$ cat config.mk
export PLATFORM = sky130hd
export DESIGN_NAME = ibex_csr_access_ctrl
export DESIGN_NICKNAME = d
export VERILOG_FILES = /design/src/rtl/ibex_csr_access_ctrl.sv
export SDC_FILE = /design/constraint.sdc
export NUM_CORES = 1
export LEC_CHECK = 0
export CAP_MARGIN = 20
export CORE_MARGIN = 1.5
export CORE_UTILIZATION = 43
export CTS_CLUSTER_DIAMETER = 30
export DETAILED_ROUTE_END_ITERATION = 8
export GPL_ROUTABILITY_DRIVEN = 0
export PLACE_DENSITY = 0.8
export SYNTH_ARGS = -nofsm -noshare
export SYNTH_HDL_FRONTEND = slang
export SYNTH_SLANG_ARGS = --single-unit
$ cat constraint.sdc
create_clock -name clk_i -period 2.2 [get_ports clk_i]
set_input_delay 0.22 -clock clk_i [delete_from_list [all_inputs] [get_ports clk_i]]
set_output_delay 0.22 -clock clk_i [all_outputs]
set_load 0.03 [all_outputs]
$ cat src/rtl/ibex_csr_access_ctrl.sv
// ibex_csr_access_ctrl
// Sequencer in front of a bank of single-register CSR cells. It accepts one
// access (read / write / set / clear) at a time, reads the selected cell,
// computes the read-modify-write result, pulses that cell's write enable, and
// returns the pre-access value and an error flag.
//
// Ports:
//   clk_i, rst_i         clock, synchronous active-high reset
//   req_*                request channel (valid/ready): addr, op, wdata
//   rsp_*                response channel (valid/ready): old value, error
//   csr_wr_en_o          one-hot write enable, one bit per cell
//   csr_wr_data_o        shared write data for all cells
//   csr_rd_data_i        packed read data, cell i at [i*Width +: Width]
//   csr_rd_error_i       per-cell read-error flag
module ibex_csr_access_ctrl #(
    parameter int unsigned       NumCsr       = 4,
    parameter int unsigned       Width        = 32,
    parameter logic [NumCsr-1:0] ReadOnlyMask = '0
) (
    input  logic                    clk_i,
    input  logic                    rst_i,
    input  logic                    req_valid_i,
    output logic                    req_ready_o,
    input  logic [3:0]              req_addr_i,
    input  logic [1:0]              req_op_i,
    input  logic [Width-1:0]        req_wdata_i,
    output logic                    rsp_valid_o,
    input  logic                    rsp_ready_i,
    output logic [Width-1:0]        rsp_rdata_o,
    output logic                    rsp_error_o,
    output logic [NumCsr-1:0]       csr_wr_en_o,
    output logic [Width-1:0]        csr_wr_data_o,
    input  logic [NumCsr*Width-1:0] csr_rd_data_i,
    input  logic [NumCsr-1:0]       csr_rd_error_i
);

    typedef enum logic [1:0] {
        StIdle,
        StRead,
        StWrite,
        StResp
    } state_e;

    typedef enum logic [1:0] {
        OpRead  = 2'b00,
        OpWrite = 2'b01,
        OpSet   = 2'b10,
        OpClear = 2'b11
    } op_e;

    state_e           state_q, state_d;
    logic [3:0]       addr_q;
    op_e              op_q;
    logic [Width-1:0] wdata_q;
    logic [Width-1:0] old_q;
    logic             err_q;
    logic [Width-1:0] wr_data_q;

    // Cell selection; an index with no matching cell leaves addr_legal low
    // and old value zero.
    logic             addr_legal;
    logic [Width-1:0] rd_old;
    logic             cell_err;
    logic             cell_ro;

    always_comb begin
        addr_legal = 1'b0;
        rd_old     = '0;
        cell_err   = 1'b0;
        cell_ro    = 1'b0;
        for (int unsigned i = 0; i < NumCsr; i++) begin
            if (addr_q == 4'(i)) begin
                addr_legal = 1'b1;
                rd_old     = csr_rd_data_i[i*Width +: Width];
                cell_err   = csr_rd_error_i[i];
                cell_ro    = ReadOnlyMask[i];
            end
        end
    end

    logic [Width-1:0] new_val;
    logic             wr_req;
    logic             acc_err;
    logic             do_write;

    always_comb begin
        unique case (op_q)
            OpWrite: new_val = wdata_q;
            OpSet:   new_val = rd_old | wdata_q;
            OpClear: new_val = rd_old & ~wdata_q;
            default: new_val = rd_old;
        endcase
        // SET/CLEAR with a zero operand cannot change the cell, so no write.
        wr_req   = (op_q == OpWrite) ||
                   (((op_q == OpSet) || (op_q == OpClear)) && (wdata_q != '0));
        acc_err  = !addr_legal || cell_err || (wr_req && cell_ro);
        do_write = wr_req && !acc_err;
    end

    always_comb begin
        state_d = state_q;
        unique case (state_q)
            StIdle:  if (req_valid_i) state_d = StRead;
            StRead:  state_d = do_write ? StWrite : StResp;
            StWrite: state_d = StResp;
            StResp:  if (rsp_ready_i) state_d = StIdle;
            default: state_d = StIdle;
        endcase
    end

    always_ff @(posedge clk_i) begin
        if (rst_i) begin
            state_q <= StIdle;
        end else begin
            state_q <= state_d;
        end
    end

    always_ff @(posedge clk_i) begin
        if (rst_i) begin
            addr_q    <= '0;
            op_q      <= OpRead;
            wdata_q   <= '0;
            old_q     <= '0;
            err_q     <= 1'b0;
            wr_data_q <= '0;
        end else begin
            if ((state_q == StIdle) && req_valid_i) begin
                addr_q  <= req_addr_i;
                op_q    <= op_e'(req_op_i);
                wdata_q <= req_wdata_i;
            end
            if (state_q == StRead) begin
                old_q <= rd_old;
                err_q <= acc_err;
                if (do_write) begin
                    wr_data_q <= new_val;
                end
            end
        end
    end

    // Handshake and write-enable outputs are gated by rst_i so that nothing
    // is offered or written in the cycle reset is first seen.
    always_comb begin
        req_ready_o = (state_q == StIdle) && !rst_i;
        rsp_valid_o = (state_q == StResp) && !rst_i;
        csr_wr_en_o = '0;
        if ((state_q == StWrite) && !rst_i) begin
            for (int unsigned i = 0; i < NumCsr; i++) begin
                if (addr_q == 4'(i)) begin
                    csr_wr_en_o[i] = 1'b1;
                end
            end
        end
    end

    assign rsp_rdata_o   = old_q;
    assign rsp_error_o   = err_q;
    assign csr_wr_data_o = wr_data_q;

endmodule

==> metrics, run 1 <==
DRT antenna net count=0; Distinct cells, synth=38; Final Hold Vio Count=0; htree depth=3; multi-input logic area=around 0.0033 mm²; core area=0.0127 mm²; max-capacitance violation count=0; critical path fanouts, max=6; vias in the first global route=between 5000 and 6000; GR Util met3=0.0596; worst hold path class=in -> reg; root buffer cell=clkbuf_16; top-area cell type share of the netlist area=0.371; minimum clock period=2.13 ns; fraction of layout instances using a drive strength above 1=0.0710; synth top area cells=dfxtp_1 37%, mux2i_1 13%, nand2_1 8.9%, a21oi_1 6.2%, nand2b_1 4.7%; antenna violations before repair=0; pwr dens=between 900 and 1000 mW/mm²; VDD IR max=0.850 mV; pin count of the biggest net entering global routing=roughly 110; CTS tree=done; Port Buffers=around 240; Die Wd=~120 µm; GRT Resource Usage Total=0.264; chip height=118 µm; n_diodes=0; FP Rows=a little over 40; DRC errors left=0; clk buf depth=2; Crit. End Element=register; critical path launch point type=register; Reg2Reg Setup Slack=0.07 ns; reg2reg start=addr_q[0]; status=completed; Post-Syn Nets=between 800 and 900; I/O pins=between 200 and 250; post-synthesis cell area=0.00567 mm²; Vias=6089; Starting Density=0.446; Avg Inst Size Synth=~8 µm²; Req. time, crit path=around 2.5 ns; Clk Latency, worst-skew pair=approximately 0.34 ns; CP arrival=about 2.4 ns; YS warnings=0; Max transition margin=0.318; Final period util=0.970; post-synthesis sequential area ratio=0.371; Worst-Margin Slew=between 1 and 1.5 ns; Reg area=0.00211 mm²; Worst R2R End=csr_wr_data_o[0]; largest area contributor in the netlist=dfxtp_1; Detailed Routing Iterations Pass 1=5; hold slack=roughly 0.37 ns; Fill cells=1110; Syn Inst Count=702; fin nets=1105; CP Class=reg -> reg; starting DRC count in detailed routing=between 400 and 500; Synth Register Bits=between 100 and 150; Reg clk slew, reported paths=approximately 0.07 ns; Global Route met2 Usage=0.447; routed wire length=~19000 µm; GR Layer Usage met1=0.333; Die Area=0.0139 mm²; Hold Buf Count CTS=0; final setup fails=0; DR WL/cell=roughly 17 µm; clock sink total=roughly 110; gr busiest metal=met2; Final Skew=around 0.008 ns; Setup crit end=csr_wr_data_o[0]; Area Growth Syn to Fin=54.0%; Final Max Slew Viols=0; Post-DP HPWL=13800 µm; CP startpoint=addr_q[0]; first-pass GRT wire length=a little under 30000 µm; Max Freq=around 470 MHz; Worst R2R Path Depth=6; Vias/cell=approximately 5.5; CTS Buf Count=9; setup TNS=0 ns; LEAKAGE=approximately 3 nW; GR Overflow Total=0
## worst min path at each step
stage	from	to	cells after the start
6_report	rst_i	addr_q[1]	3
5_1_grt	rst_i	rsp_rdata_o[26]	3
4_1_cts	rst_i	addr_q[1]	3
3_5_place_dp	rsp_rdata_o[14]	rsp_rdata_o[14]	2
3_3_place_gp	rsp_rdata_o[16]	rsp_rdata_o[16]	2
2_1_floorplan	req_wdata_i[2]	wdata_q[2]	2
## cells in the final DEF (no fill, tap or decap), drive strengths merged, types with 2 or more instances in the layout
cell	count
nor3	5
nor2	18
a32oi	10
xnor2	10
dlygate4sd2	2
nand2	134
clkinv	3
or4	21
o41ai	3
o22ai	33
mux2i	75
clkbuf	10
dfxtp	105
inv	5
nand2b	43
ha	5
a211oi	2
a22oi	22
o21ai	43
nand3	4
nor2b	2
clkdlybuf4s50	238
a211o	11
buf	35
clkinvlp	3
a21oi	70
nor4	7
## area by class of cell
cell class,count,area share
tap,172,0.0247
clock inverter,6,0.00803
inverter,6,0.00258
multi-input combinational,526,0.381
timing repair buffer,278,0.317
sequential,105,0.242
clock buffer,9,0.0258
## per-stage QoR
step                power [mW]  worst slack (ns)  cell area, µm²   util  instances
global placement          6.35           -0.0634            8370  0.658       1083
finish                    8.09            0.0661            8730  0.686       1102
floorplan                 4.84             0.151            5670      -        702
CTS                       8.00            0.0188            8660  0.681       1098
global route              8.51           -0.0118            8730  0.686       1102
detailed placement        6.40            -0.140            8370  0.658       1083
## synthesized netlist by cell type (all sizes together)
cell    number
nand2      134
inv          5
nand2b      43
and2         1
dfxtp      105
mux4         1
a22oi       22
o41ai        3
o22ai       33
nor4         7
nand4        1
nand3        2
ha           5
nor3b        1
mux2i       75
o21ai       43
a32oi       10
nor2b        2
clkbuf      43
nor3         5
or4         21
a211o       11
nor2        18
a21oi       70
buf         24
xor2         1
clkinv       1
or3          1
or3b         1
a211oi       2
or2          1
xnor2       10
## kinds of logic (layout without fill, tap and decap cells)
group / Yosys count / in the layout / synth area share
AOI/OAI and AO/OA: 194 / 194 / 0.205
adders and majority gates: 5 / 5 / 0.0110
and+or+nand+nor: 238 / 240 / 0.205
buffers and inverters: 73 / 299 / 0.0550
muxes: 76 / 76 / 0.136
DFF: 105 / 105 / 0.371
xor gates and xnor gates: 11 / 11 / 0.0170
## state kept, by name (all words and copies together), names as in the netlist
register / cells
csr_wr_data_o: 32
rsp_rdata_o: 32
wdata_q: 32
addr_q: 4
op_q: 2
state_q: 2
rsp_error_o: 1
## metal layers
layer,share of wire,vias to the layer above
li1,-,2942
met1,0.42,2823
met2,0.48,290
met3,0.080,34
met4,0.021,0
met5,0,-
## critical path: stages (launching register included)
cell     delay [ns]
dfxtp_4        0.37
mux4_2         0.55
nor3_4         0.20
buf_4          0.19
nand3_4        0.13
or4_1          0.54
o21ai_0        0.09
## report_power, final
group          total (mW)  internal (mW)  leakage [nW]  switching (mW)
combinational        3.97           1.71          2.02            2.26
sequential           2.52           2.24         0.857           0.274
clock                1.61          0.881         0.134           0.729
total                8.09           4.83          3.01            3.26
## timing repair
action | 4_1_cts | 5_1_grt
cloned | 0 | 2
setup endpoints to repair | 4 | 35
setup buffers | 0 | 2
endpoints found under the hold margin | 0 | 0
resized for setup | 4 | 12
pin swaps | 0 | 2
(Power assumes the default switching activity.)
==> inputs of run 2 (changes only) <==
--- a/config.mk
+++ b/config.mk
@@ -6,12 +6,13 @@
 export NUM_CORES = 1
 export LEC_CHECK = 0
 export CAP_MARGIN = 20
-export CORE_MARGIN = 1.5
+export CORE_MARGIN = 10
 export CORE_UTILIZATION = 43
 export CTS_CLUSTER_DIAMETER = 30
 export DETAILED_ROUTE_END_ITERATION = 8
 export GPL_ROUTABILITY_DRIVEN = 0
-export PLACE_DENSITY = 0.8
+export PLACE_DENSITY = 0.88
+export REMOVE_ABC_BUFFERS = 1
 export SYNTH_ARGS = -nofsm -noshare
 export SYNTH_HDL_FRONTEND = slang
 export SYNTH_SLANG_ARGS = --single-unit
==> run 2 against run 1 <==
Against the previous run:
- final cell count barely moved
- fmax fell by 1.7%
- clock power fell by 3%
- first-iteration DRC count fell by 17%
- non-clock buffer count fell by 2
- highest routed layer unchanged
==> metrics, run 2 (synthesized netlist as in run 1, its figures left out) <==
Area Growth Syn to Fin=53.7% (was 54.0%); GR Overflow Total=0 (unchanged); FP Rows=41 (unchanged); setup TNS=0 ns (unchanged); switching share of total power=0.413 (was 0.403); antenna violations before repair=0 (unchanged); CTS tree=done (unchanged); CTS Buf Count=9 (unchanged); Reg clk slew, reported paths=0.08 ns (was 0.07 ns); pwr dens=921 mW/mm² (was 927 mW/mm²); Vias=6066 (was 6089); Hold Buf Count CTS=0 (unchanged); most frequent cells in the layout=238 x clkdlybuf4s50_1, 133 x nand2_1, 103 x dfxtp_1 (was 238 x clkdlybuf4s50_1, 134 x nand2_1, 103 x dfxtp_1); Final Skew=0.00826 ns (was 0.00825 ns); GRT Resource Usage Total=0.217 (was 0.264); DRC errors left=0 (unchanged); Vias/cell=5.51 (was 5.53); clock sink total=105 (unchanged); critical path launch point type=register (unchanged); htree depth=3 (unchanged); clk buf depth=2 (unchanged); Crit. End Element=register (unchanged); critical path fanouts, max=6 (unchanged); max-capacitance violation count=0 (unchanged); core area=0.0128 mm² (was 0.0127 mm²); Max transition margin=0.542 (was 0.318); vias in the first global route=6224 (was 5783); worst hold path class=in -> reg (unchanged); Seq pwr share=0.313 (was 0.311); Final Worst Setup Slack=0.0282 ns (was 0.0661 ns); Core Util, Final=0.682 (was 0.686); root buffer cell=clkbuf_16 (unchanged); dpl cells=1082 (was 1083); Die Area=0.0182 mm² (was 0.0139 mm²); most common cell after layout, fill and taps aside=clkdlybuf4s50_1 (unchanged); first-pass GRT wire length=32300 µm (was 29800 µm); Req. time, crit path=2.48 ns (was 2.47 ns); chip height=135 µm (was 118 µm); DRT antenna net count=0 (unchanged); Fill cells=1009 (was 1110); internal power=4.71 mW (was 4.83 mW); pin count of the biggest net entering global routing=60 (was 112); worst path cell trace=mux4_2 > nor3_4 > buf_6 > nand3_2 > or4_1 > o21ai_0 (was mux4_2 > nor3_4 > buf_4 > nand3_4 > or4_1 > o21ai_0); starting DRC count in detailed routing=383 (was 461); I/O pins=245 (unchanged); Post-DP HPWL=15500 µm (was 13800 µm); RSZ-0062 raised after global routing=true; CP Class=reg -> reg (unchanged); VDD IR max=0.872 mV (was 0.850 mV); minimum clock period=2.17 ns (was 2.13 ns); pre-CTS WS=-0.156 ns (was -0.140 ns); Final Max Slew Viols=0 (unchanged); fraction of layout instances using a drive strength above 1=0.0689 (was 0.0710); LEAKAGE=3.01 nW (about the same); Gate power share=0.492 (was 0.490); Max Freq=460 MHz (was 469 MHz); switching power total=3.31 mW (was 3.26 mW); Crit path largest cell delay=0.54 ns (was 0.55 ns); status=completed (unchanged); Worst-Margin Slew=0.686 ns (was 1.02 ns); final setup fails=0 (unchanged); fin nets=1103 (was 1105); DR WL/cell=18.9 µm (was 17.4 µm); Slowest-stage cell, CP=mux4_2 (unchanged); Finished Layout Cells=1101 (was 1102); Final Hold Vio Count=0 (unchanged); n_diodes=0 (unchanged); clock power share=0.195 (was 0.199); Clk Latency, worst-skew pair=0.35 ns (was 0.34 ns); CP arrival=2.45 ns (was 2.40 ns); Die Wd=135 µm (was 118 µm); Final period util=0.987 (was 0.970); Detailed Routing Iterations Pass 1=6 (was 5); Port Buffers=244 (unchanged); routed wire length=20800 µm (was 19200 µm); Tot Pwr=8.02 mW (was 8.09 mW); Starting Density=0.444 (was 0.446)
==> run 2: through the flow <==
| stage | cell area [µm²] | hold WS (ns) |
|---|---|---|
| global placement | 8370 | 0.451 |
| finish | 8710 | 0.159 |
| CTS | 8660 | 0.139 |
| floorplan | 5380 | 0.289 |
| detailed placement | 8370 | 0.454 |
| global route | 8710 | 0.170 |
==> run 2: what timing repair did <==
| item | in CTS | in global routing |
|---|---|---|
| cloned | 0 | 2 |
| resized for setup | 5 | 5 |
| hold endpoints to repair | 0 | 0 |
| setup buffers | 0 | 1 |
| endpoints found under the setup margin | 34 | 30 |
| pin swaps | 0 | 2 |
==> run 2: worst paths after layout <==
kind	startpoint	endpoint	slack, ns	depth (start not counted)
setup / recovery	addr_q[0]	csr_wr_data_o[4]	0.03	6
hold / removal	rst_i	addr_q[1]	0.16	2
setup reg to reg	addr_q[0]	csr_wr_data_o[4]	0.03	6
hold reg to reg	rsp_rdata_o[15]	rsp_rdata_o[15]	0.46	2
==> run 2: power groups by stage <==
stage	Sequential, mW	Combinational (mW)	Clock (mW)
2_1_floorplan	2.98	1.73	0
3_3_place_gp	2.53	3.80	0
3_5_place_dp	2.54	3.87	0
4_1_cts	2.50	3.89	1.60
5_1_grt	2.57	4.27	1.65
6_report	2.51	3.95	1.56
==> run 2: metal layers <==
layer | track usage | vias to the layer above | routed length (µm)
li1 | - | 2950 | -
met2 | 0.374 | 254 | 10400
met3 | 0.0801 | 28 | 1850
met1 | 0.243 | 2834 | 8190
met4 | 0.0707 | 0 | 319
met5 | 0 | - | 0
==> run 2: area by class of cell <==
| cell class | instances | area, µm² | share of cell area |
|---|---|---|---|
| well taps | 172 | 215 | 0.0247 |
| multi-input cells | 526 | 3320 | 0.382 |
| clock inverters | 7 | 60.1 | 0.00689 |
| inverters | 6 | 22.5 | 0.00259 |
| repair buffers | 276 | 2760 | 0.316 |
| clock buffers | 9 | 225 | 0.0259 |
| flip-flops and latches | 105 | 2110 | 0.242 |
==> run 2: worst max-delay path, delay by kind of cell, from the launching register on <==
kind	cells	cell delay, ns
compound gates	1	0.09
buf+inv	1	0.16
flops	1	0.37
mux	1	0.54
simple gates	3	0.93
